===== src/rtl/fifo_uart_tx_if.sv =====
// FIFO read-side bundle between a first-word-fall-through FIFO and its consumer.
// The consumer (master) issues the pop strobe; the FIFO (slave) presents the
// head word and its empty flag.
interface fifo_uart_tx_if #(
   parameter int DATA_WIDTH = 8
);
   logic                  empty;
   logic [DATA_WIDTH-1:0] rData;
   logic                  rEn;

   modport master (
      input  empty,
      input  rData,
      output rEn
   );

   modport slave (
      output empty,
      output rData,
      input  rEn
   );
endinterface


===== src/rtl/fifo_uart_tx.sv =====
// UART transmitter fed from a first-word-fall-through FIFO.
// Frame: start bit, DATA_WIDTH data bits LSB first, optional parity bit, and
// STOP_BITS stop bits; every bit lasts CLKS_PER_BIT clocks. A new word may be
// popped on the last stop-bit cycle so consecutive frames run with no idle gap.
module fifo_uart_tx #(
   parameter int DATA_WIDTH   = 8,
   parameter int CLKS_PER_BIT = 868,
   parameter int PARITY       = 0,
   parameter int STOP_BITS    = 1
) (
   input  logic           clk,
   input  logic           arst,
   input  logic           enable,
   fifo_uart_tx_if.master fifo,
   output logic           tx,
   output logic           busy,
   output logic           txDone
);

   localparam int CW = (CLKS_PER_BIT > 1) ? $clog2(CLKS_PER_BIT) : 1;
   localparam int BW = $clog2(DATA_WIDTH + 1);

   localparam logic [CW-1:0] CNT_MAX   = CW'(CLKS_PER_BIT - 1);
   localparam logic [BW-1:0] DATA_LAST = BW'(DATA_WIDTH - 1);
   localparam logic [BW-1:0] STOP_LAST = BW'(STOP_BITS - 1);

   typedef enum logic [2:0] {
      S_IDLE   = 3'd0,
      S_START  = 3'd1,
      S_DATA   = 3'd2,
      S_PARITY = 3'd3,
      S_STOP   = 3'd4
   } state_t;

   state_t                state_q, state_d;
   logic [CW-1:0]         cnt_q, cnt_d;
   logic [BW-1:0]         bit_q, bit_d;
   logic [DATA_WIDTH-1:0] shift_q, shift_d;
   logic                  par_q, par_d;
   logic                  tx_q, tx_d;
   logic                  busy_q, busy_d;
   logic                  done_q, done_d;
   logic                  cnt_last_s;
   logic                  last_stop_s;
   logic                  pop_s;

   // Parity of a character: even parity is the XOR of the bits, odd its inverse.
   function automatic logic parity_bit(input logic [DATA_WIDTH-1:0] d);
      if (PARITY == 1) begin
         return ~(^d);
      end else begin
         return ^d;
      end
   endfunction

   // Pop decision: only when idle or on the very last stop-bit cycle, never in reset or on empty.
   always_comb begin
      cnt_last_s  = (cnt_q == CNT_MAX);
      last_stop_s = (state_q == S_STOP) && cnt_last_s && (bit_q == STOP_LAST);
      pop_s       = enable & ~fifo.empty & ~arst & ((state_q == S_IDLE) | last_stop_s);
   end

   assign fifo.rEn = pop_s;

   // Next-state logic: bit timing, bit sequencing and character capture on pop.
   always_comb begin
      state_d = state_q;
      cnt_d   = cnt_q;
      bit_d   = bit_q;
      shift_d = shift_q;
      par_d   = par_q;
      case (state_q)
         S_IDLE: begin
            if (pop_s) begin
               state_d = S_START;
               cnt_d   = {CW{1'b0}};
               bit_d   = {BW{1'b0}};
               shift_d = fifo.rData;
               par_d   = parity_bit(fifo.rData);
            end else begin
               state_d = S_IDLE;
            end
         end
         S_START: begin
            if (cnt_last_s) begin
               state_d = S_DATA;
               cnt_d   = {CW{1'b0}};
               bit_d   = {BW{1'b0}};
            end else begin
               cnt_d = cnt_q + CW'(1);
            end
         end
         S_DATA: begin
            if (cnt_last_s) begin
               cnt_d   = {CW{1'b0}};
               shift_d = shift_q >> 1;
               if (bit_q == DATA_LAST) begin
                  bit_d   = {BW{1'b0}};
                  state_d = (PARITY != 0) ? S_PARITY : S_STOP;
               end else begin
                  bit_d = bit_q + BW'(1);
               end
            end else begin
               cnt_d = cnt_q + CW'(1);
            end
         end
         S_PARITY: begin
            if (cnt_last_s) begin
               state_d = S_STOP;
               cnt_d   = {CW{1'b0}};
               bit_d   = {BW{1'b0}};
            end else begin
               cnt_d = cnt_q + CW'(1);
            end
         end
         S_STOP: begin
            if (cnt_last_s) begin
               cnt_d = {CW{1'b0}};
               if (bit_q == STOP_LAST) begin
                  bit_d = {BW{1'b0}};
                  if (pop_s) begin
                     state_d = S_START;
                     shift_d = fifo.rData;
                     par_d   = parity_bit(fifo.rData);
                  end else begin
                     state_d = S_IDLE;
                  end
               end else begin
                  bit_d = bit_q + BW'(1);
               end
            end else begin
               cnt_d = cnt_q + CW'(1);
            end
         end
         default: begin
            state_d = S_IDLE;
            cnt_d   = {CW{1'b0}};
            bit_d   = {BW{1'b0}};
         end
      endcase
   end

   // Output look-ahead: derive next tx/busy/txDone from the next state so outputs stay registered.
   always_comb begin
      tx_d = 1'b1;
      case (state_d)
         S_IDLE:   tx_d = 1'b1;
         S_START:  tx_d = 1'b0;
         S_DATA:   tx_d = shift_d[0];
         S_PARITY: tx_d = par_d;
         S_STOP:   tx_d = 1'b1;
         default:  tx_d = 1'b1;
      endcase
      busy_d = (state_d != S_IDLE);
      done_d = (state_d == S_STOP) && (cnt_d == CNT_MAX) && (bit_d == STOP_LAST);
   end

   // State and output registers; reset forces an idle, high line immediately.
   always_ff @(posedge clk or posedge arst) begin
      if (arst) begin
         state_q <= S_IDLE;
         cnt_q   <= {CW{1'b0}};
         bit_q   <= {BW{1'b0}};
         shift_q <= {DATA_WIDTH{1'b0}};
         par_q   <= 1'b0;
         tx_q    <= 1'b1;
         busy_q  <= 1'b0;
         done_q  <= 1'b0;
      end else begin
         state_q <= state_d;
         cnt_q   <= cnt_d;
         bit_q   <= bit_d;
         shift_q <= shift_d;
         par_q   <= par_d;
         tx_q    <= tx_d;
         busy_q  <= busy_d;
         done_q  <= done_d;
      end
   end

   assign tx     = tx_q;
   assign busy   = busy_q;
   assign txDone = done_q;

endmodule


===== src/flat_wrapper.sv =====
// flat-port wrapper written by rule: the top's interface ports become plain ports
module fifo_uart_tx_flat 
#(
   parameter int DATA_WIDTH   = 8,
   parameter int CLKS_PER_BIT = 868,
   parameter int PARITY       = 0,
   parameter int STOP_BITS    = 1
)
  (clk, arst, enable, tx, busy, txDone, fifo_empty, fifo_rData, fifo_rEn);
  fifo_uart_tx_if #(.DATA_WIDTH(DATA_WIDTH)) fifo_i ();
  input  logic clk;
  input  logic arst;
  input  logic enable;
  output logic tx;
  output logic busy;
  output logic txDone;
  input wire logic [$bits(fifo_i.empty)-1:0] fifo_empty;
  input wire logic [$bits(fifo_i.rData)-1:0] fifo_rData;
  output wire logic [$bits(fifo_i.rEn)-1:0] fifo_rEn;
  assign fifo_i.empty = fifo_empty;
  assign fifo_i.rData = fifo_rData;
  assign fifo_rEn = fifo_i.rEn;
  fifo_uart_tx #(.DATA_WIDTH(DATA_WIDTH), .CLKS_PER_BIT(CLKS_PER_BIT), .PARITY(PARITY), .STOP_BITS(STOP_BITS)) u_core (.clk(clk), .arst(arst), .enable(enable), .fifo(fifo_i), .tx(tx), .busy(busy), .txDone(txDone));
endmodule

===== config.mk =====
export PLATFORM = sky130hd
export DESIGN_NAME = fifo_uart_tx_flat
export DESIGN_NICKNAME = d
export VERILOG_FILES = /design/src/rtl/fifo_uart_tx_if.sv /design/src/rtl/fifo_uart_tx.sv /design/src/flat_wrapper.sv
export SDC_FILE = /design/constraint.sdc
export NUM_CORES = 1
export LEC_CHECK = 0
export CAP_MARGIN = 20
export CORE_ASPECT_RATIO = 2
export CORE_MARGIN = 1.5
export CORE_UTILIZATION = 35
export CTS_BUF_LIST = sky130_fd_sc_hd__clkbuf_8
export DETAILED_ROUTE_END_ITERATION = 8
export HOLD_SLACK_MARGIN = 0.03
export SYNTH_ARGS = -nofsm -noshare
export SYNTH_HDL_FRONTEND = slang
export SYNTH_SLANG_ARGS = --single-unit

===== constraint.sdc =====
create_clock -name clk -period 2.9 [get_ports clk]
set_input_delay 0.58 -clock clk [delete_from_list [all_inputs] [get_ports clk]]
set_output_delay 0.58 -clock clk [all_outputs]
set_load 0.01 [all_outputs]

==> results of run 1 <==
-- area by class of cell --
type | instances | area (um2)
flip-flops and latches | 29 | 727
clock buffers | 6 | 82.6
inverters | 16 | 60.1
multi-input cells | 133 | 960
well taps | 57 | 71.3
fillers | 490 | 2560
clock inverters | 2 | 33.8
repair buffers | 45 | 370
-- per-layer routing --
layer	up-vias	part of all wire, %	global-route usage (%)
met5	-	0	0
met4	0	6.5	15.0
met3	19	2.3	2.59
met2	44	56	34.0
met1	770	35	19.9
li1	782	-	-
-- timing repair --
action                                 4_1_cts  5_1_grt
resized for setup                            5        6
hold buffers                                 0        0
pin swaps                                    0        3
buffers inserted                             0        1
endpoints found under the hold margin        0        0
setup endpoints to repair                    1        7
-- metrics by stage --
step | setup TNS (ns) | util (%)
6_report | 0 | 47.4
2_1_floorplan | 0 | -
3_3_place_gp | -0.123 | 44.3
5_1_grt | -0.0292 | 47.4
3_5_place_dp | -0.116 | 44.3
4_1_cts | 0 | 46.8
-- where the power goes --
group / switching [mW] / internal (mW) / leakage [nW] / total (mW)
clock network: 0.154 / 0.276 / 0.0626 / 0.430
logic: 0.217 / 0.224 / 0.594 / 0.441
registers: 0.102 / 0.510 / 0.374 / 0.611
-- registers in the layout (all words and copies together) (netlist names) --
signal,count
u_core.par_q,1
u_core.tx,1
u_core.shift_q,8
u_core.busy,1
u_core.state_q,3
u_core.cnt_q,10
u_core.txDone,1
u_core.bit_q,4
-- cell families (layout without fill, tap and decap cells) --
logic type | after synthesis | after routing
buffers and inverters | 23 | 69
AOI/OAI and AO/OA | 51 | 51
DFF | 29 | 29
and+or+nand+nor | 70 | 70
xor gates and xnor gates | 9 | 9
adders and majority gates | 3 | 3
-- worst max-delay path: stages (launching register included) --
cell      delay, ns
dfrtp_1        0.39
inv_2          0.06
ha_1           0.14
or3b_4         0.39
o41a_1         0.46
buf_4          0.16
or3_4          0.37
a21o_4         0.25
a222oi_1       0.35
inv_1          0.07
-- worst min path at each step --
| stage | start | end | slack, ns | cells past startpoint |
|---|---|---|---|---|
| floorplan | u_core.shift_q[3]$_DFFE_PP0P_ | u_core.shift_q[3]$_DFFE_PP0P_ | 0.46 | 2 |
| global placement | u_core.shift_q[3]$_DFFE_PP0P_ | u_core.shift_q[3]$_DFFE_PP0P_ | 0.49 | 2 |
| detailed placement | u_core.par_q$_DFF_PP0_ | u_core.par_q$_DFF_PP0_ | 0.50 | 2 |
| CTS | u_core.par_q$_DFF_PP0_ | u_core.par_q$_DFF_PP0_ | 0.52 | 2 |
| global route | u_core.shift_q[2]$_DFFE_PP0P_ | u_core.shift_q[1]$_DFFE_PP0P_ | 0.56 | 2 |
| finish | u_core.par_q$_DFF_PP0_ | u_core.par_q$_DFF_PP0_ | 0.51 | 2 |
-- cell usage in the layout (no fill, tap or decap), types with 6 or more instances in the layout --
master	count
nand3_1	12
a222oi_1	6
buf_4	30
xnor2_1	8
a21oi_1	8
nor2_1	11
clkdlybuf4s50_1	14
clkbuf_8	6
nand2_1	9
inv_1	15
dfrtp_1	28
==> summary.txt, run 1 <==
Status = completed
CP startpoint kind = flop
Adder-cell area share of the yosys netlist = 2.12%
Final hold slack = 0.511 ns
Peak Freq = 361 MHz
Std cell rows = 36
Drc violations = 0
Max Cap Viol = 0
NumNets Final = 245
Slew HR = 66.2%
Netlist cell types = 56
Total number of vias = 1615
Fin. Hold Viols = 0
Simple-gate share of the synthesized area = 23.9%
Most frequent cell after synthesis = dfrtp_1
Synth area leaders = dfrtp_1 40%, xnor2_1 4.0%, a222oi_1 3.4%
Worst-Margin Slew = 0.506 ns
Reg2reg setup slack = 0.13 ns
Chip height = 104 um
Launching point of the worst reg2reg path = u_core.bit_q[0]$_DFF_PP0_
Number of flops mapped to enable cells by yosys = 0
Max Root-Sink Buffers = 2
Starting Density = 36.4%
First-pass GRT wire length = 8.02 mm
Fin cells = 288
Endpoint class of the critical path = flop
Post-synth ARST share = 100%
# H-tree levels = 2
DRT Pass-1 Iters = 6
Complex-gate fraction of the synthesized area = 22.1%
Power per cell area = 643 nW/um2
ANT nets after route = 0
Ys flop type = dfrtp_1
Worst skew pair latency = 0.28 ns
Seq/Total Area, Yosys = 41.0%
Synth area leader = dfrtp_1
DIE AREA = 5530 um2
CTS tree = done
Synth cell count leaders = 28 x dfrtp_1, 16 x inv_1, 12 x nand3_1
Syn Area/Cell = 9.58 um2
CTS buffer count = 5
R2R depth = 9
Clock transition at path regs = 0.06 ns
Yosys warns = 0
Final Wtd Congestion = 0.899
DP Area = 2160 um2
Crit path from = u_core.bit_q[0]$_DFF_PP0_
Cells after DPL = 279
Layout Cell Area excl Fill = 2300 um2
Setup CP Type = flop to flop
Clock sinks = 29
Layout area overhead = 30.0%
Final slew viol count = 0
Pin count of the biggest net entering global routing = 19
Fin crit period = 2.77 ns
Final setup violating endpoints = 0
DP Wirelength = 3.83 mm
Vias in the first global route = 1700
# port buffers = 15
CP max FO = 6
Worst-case vdd ir drop = 0.000491 V
Final WL = 4.82 mm
Final worst slack = 0.132 ns
Crit path capture = u_core.shift_q[5]$_DFFE_PP0P_
Syn Nets = 200
Post-synthesis mux area share = 0%
XOR/XNOR share of the synthesized area = 4.45%
Final worst path period share = 95.4%
Synth top area share = 39.5%
Crit path DAT = 2.93 ns
FF-to-FF End = u_core.shift_q[5]$_DFFE_PP0P_
LEAKAGE = 1.03 nW
Gr ovfl total = 0
Core area = 4860 um2
Wirelength per Cell = 16.8 um
Root buffer selected by CTS = clkbuf_8
Cells after synthesis = 185
Initial antenna violation count = 0
FF+latch count, synth = 29
Die X = 53.3 um
Cell area after synthesis = 1770 um2
Antenna diode count = 0
Power Total = 1.48 mW
Via-per-instance ratio = 5.61
Largest family of logic cells by synthesized area = simple AND/OR/NAND/NOR gates
Top-Level Pins = 16
Critical path data required time = 3.06 ns
Hold Path Class = flop to flop
Place WS = -0.100 ns
GR Util All Layers = 19.8%
Initial DRC count = 48
Clock Skew = 0.00580 ns
Share of layout cells above drive strength 1 = 23.8%
Note: power is estimated with default switching activity, not from simulation.
==> run 2, diff against run 1 <==
Settings changed: TNS_END_PERCENT set to 20.
==> results of run 2 <==
The final DEF is identical to that of run 1; final timing and power are the same.
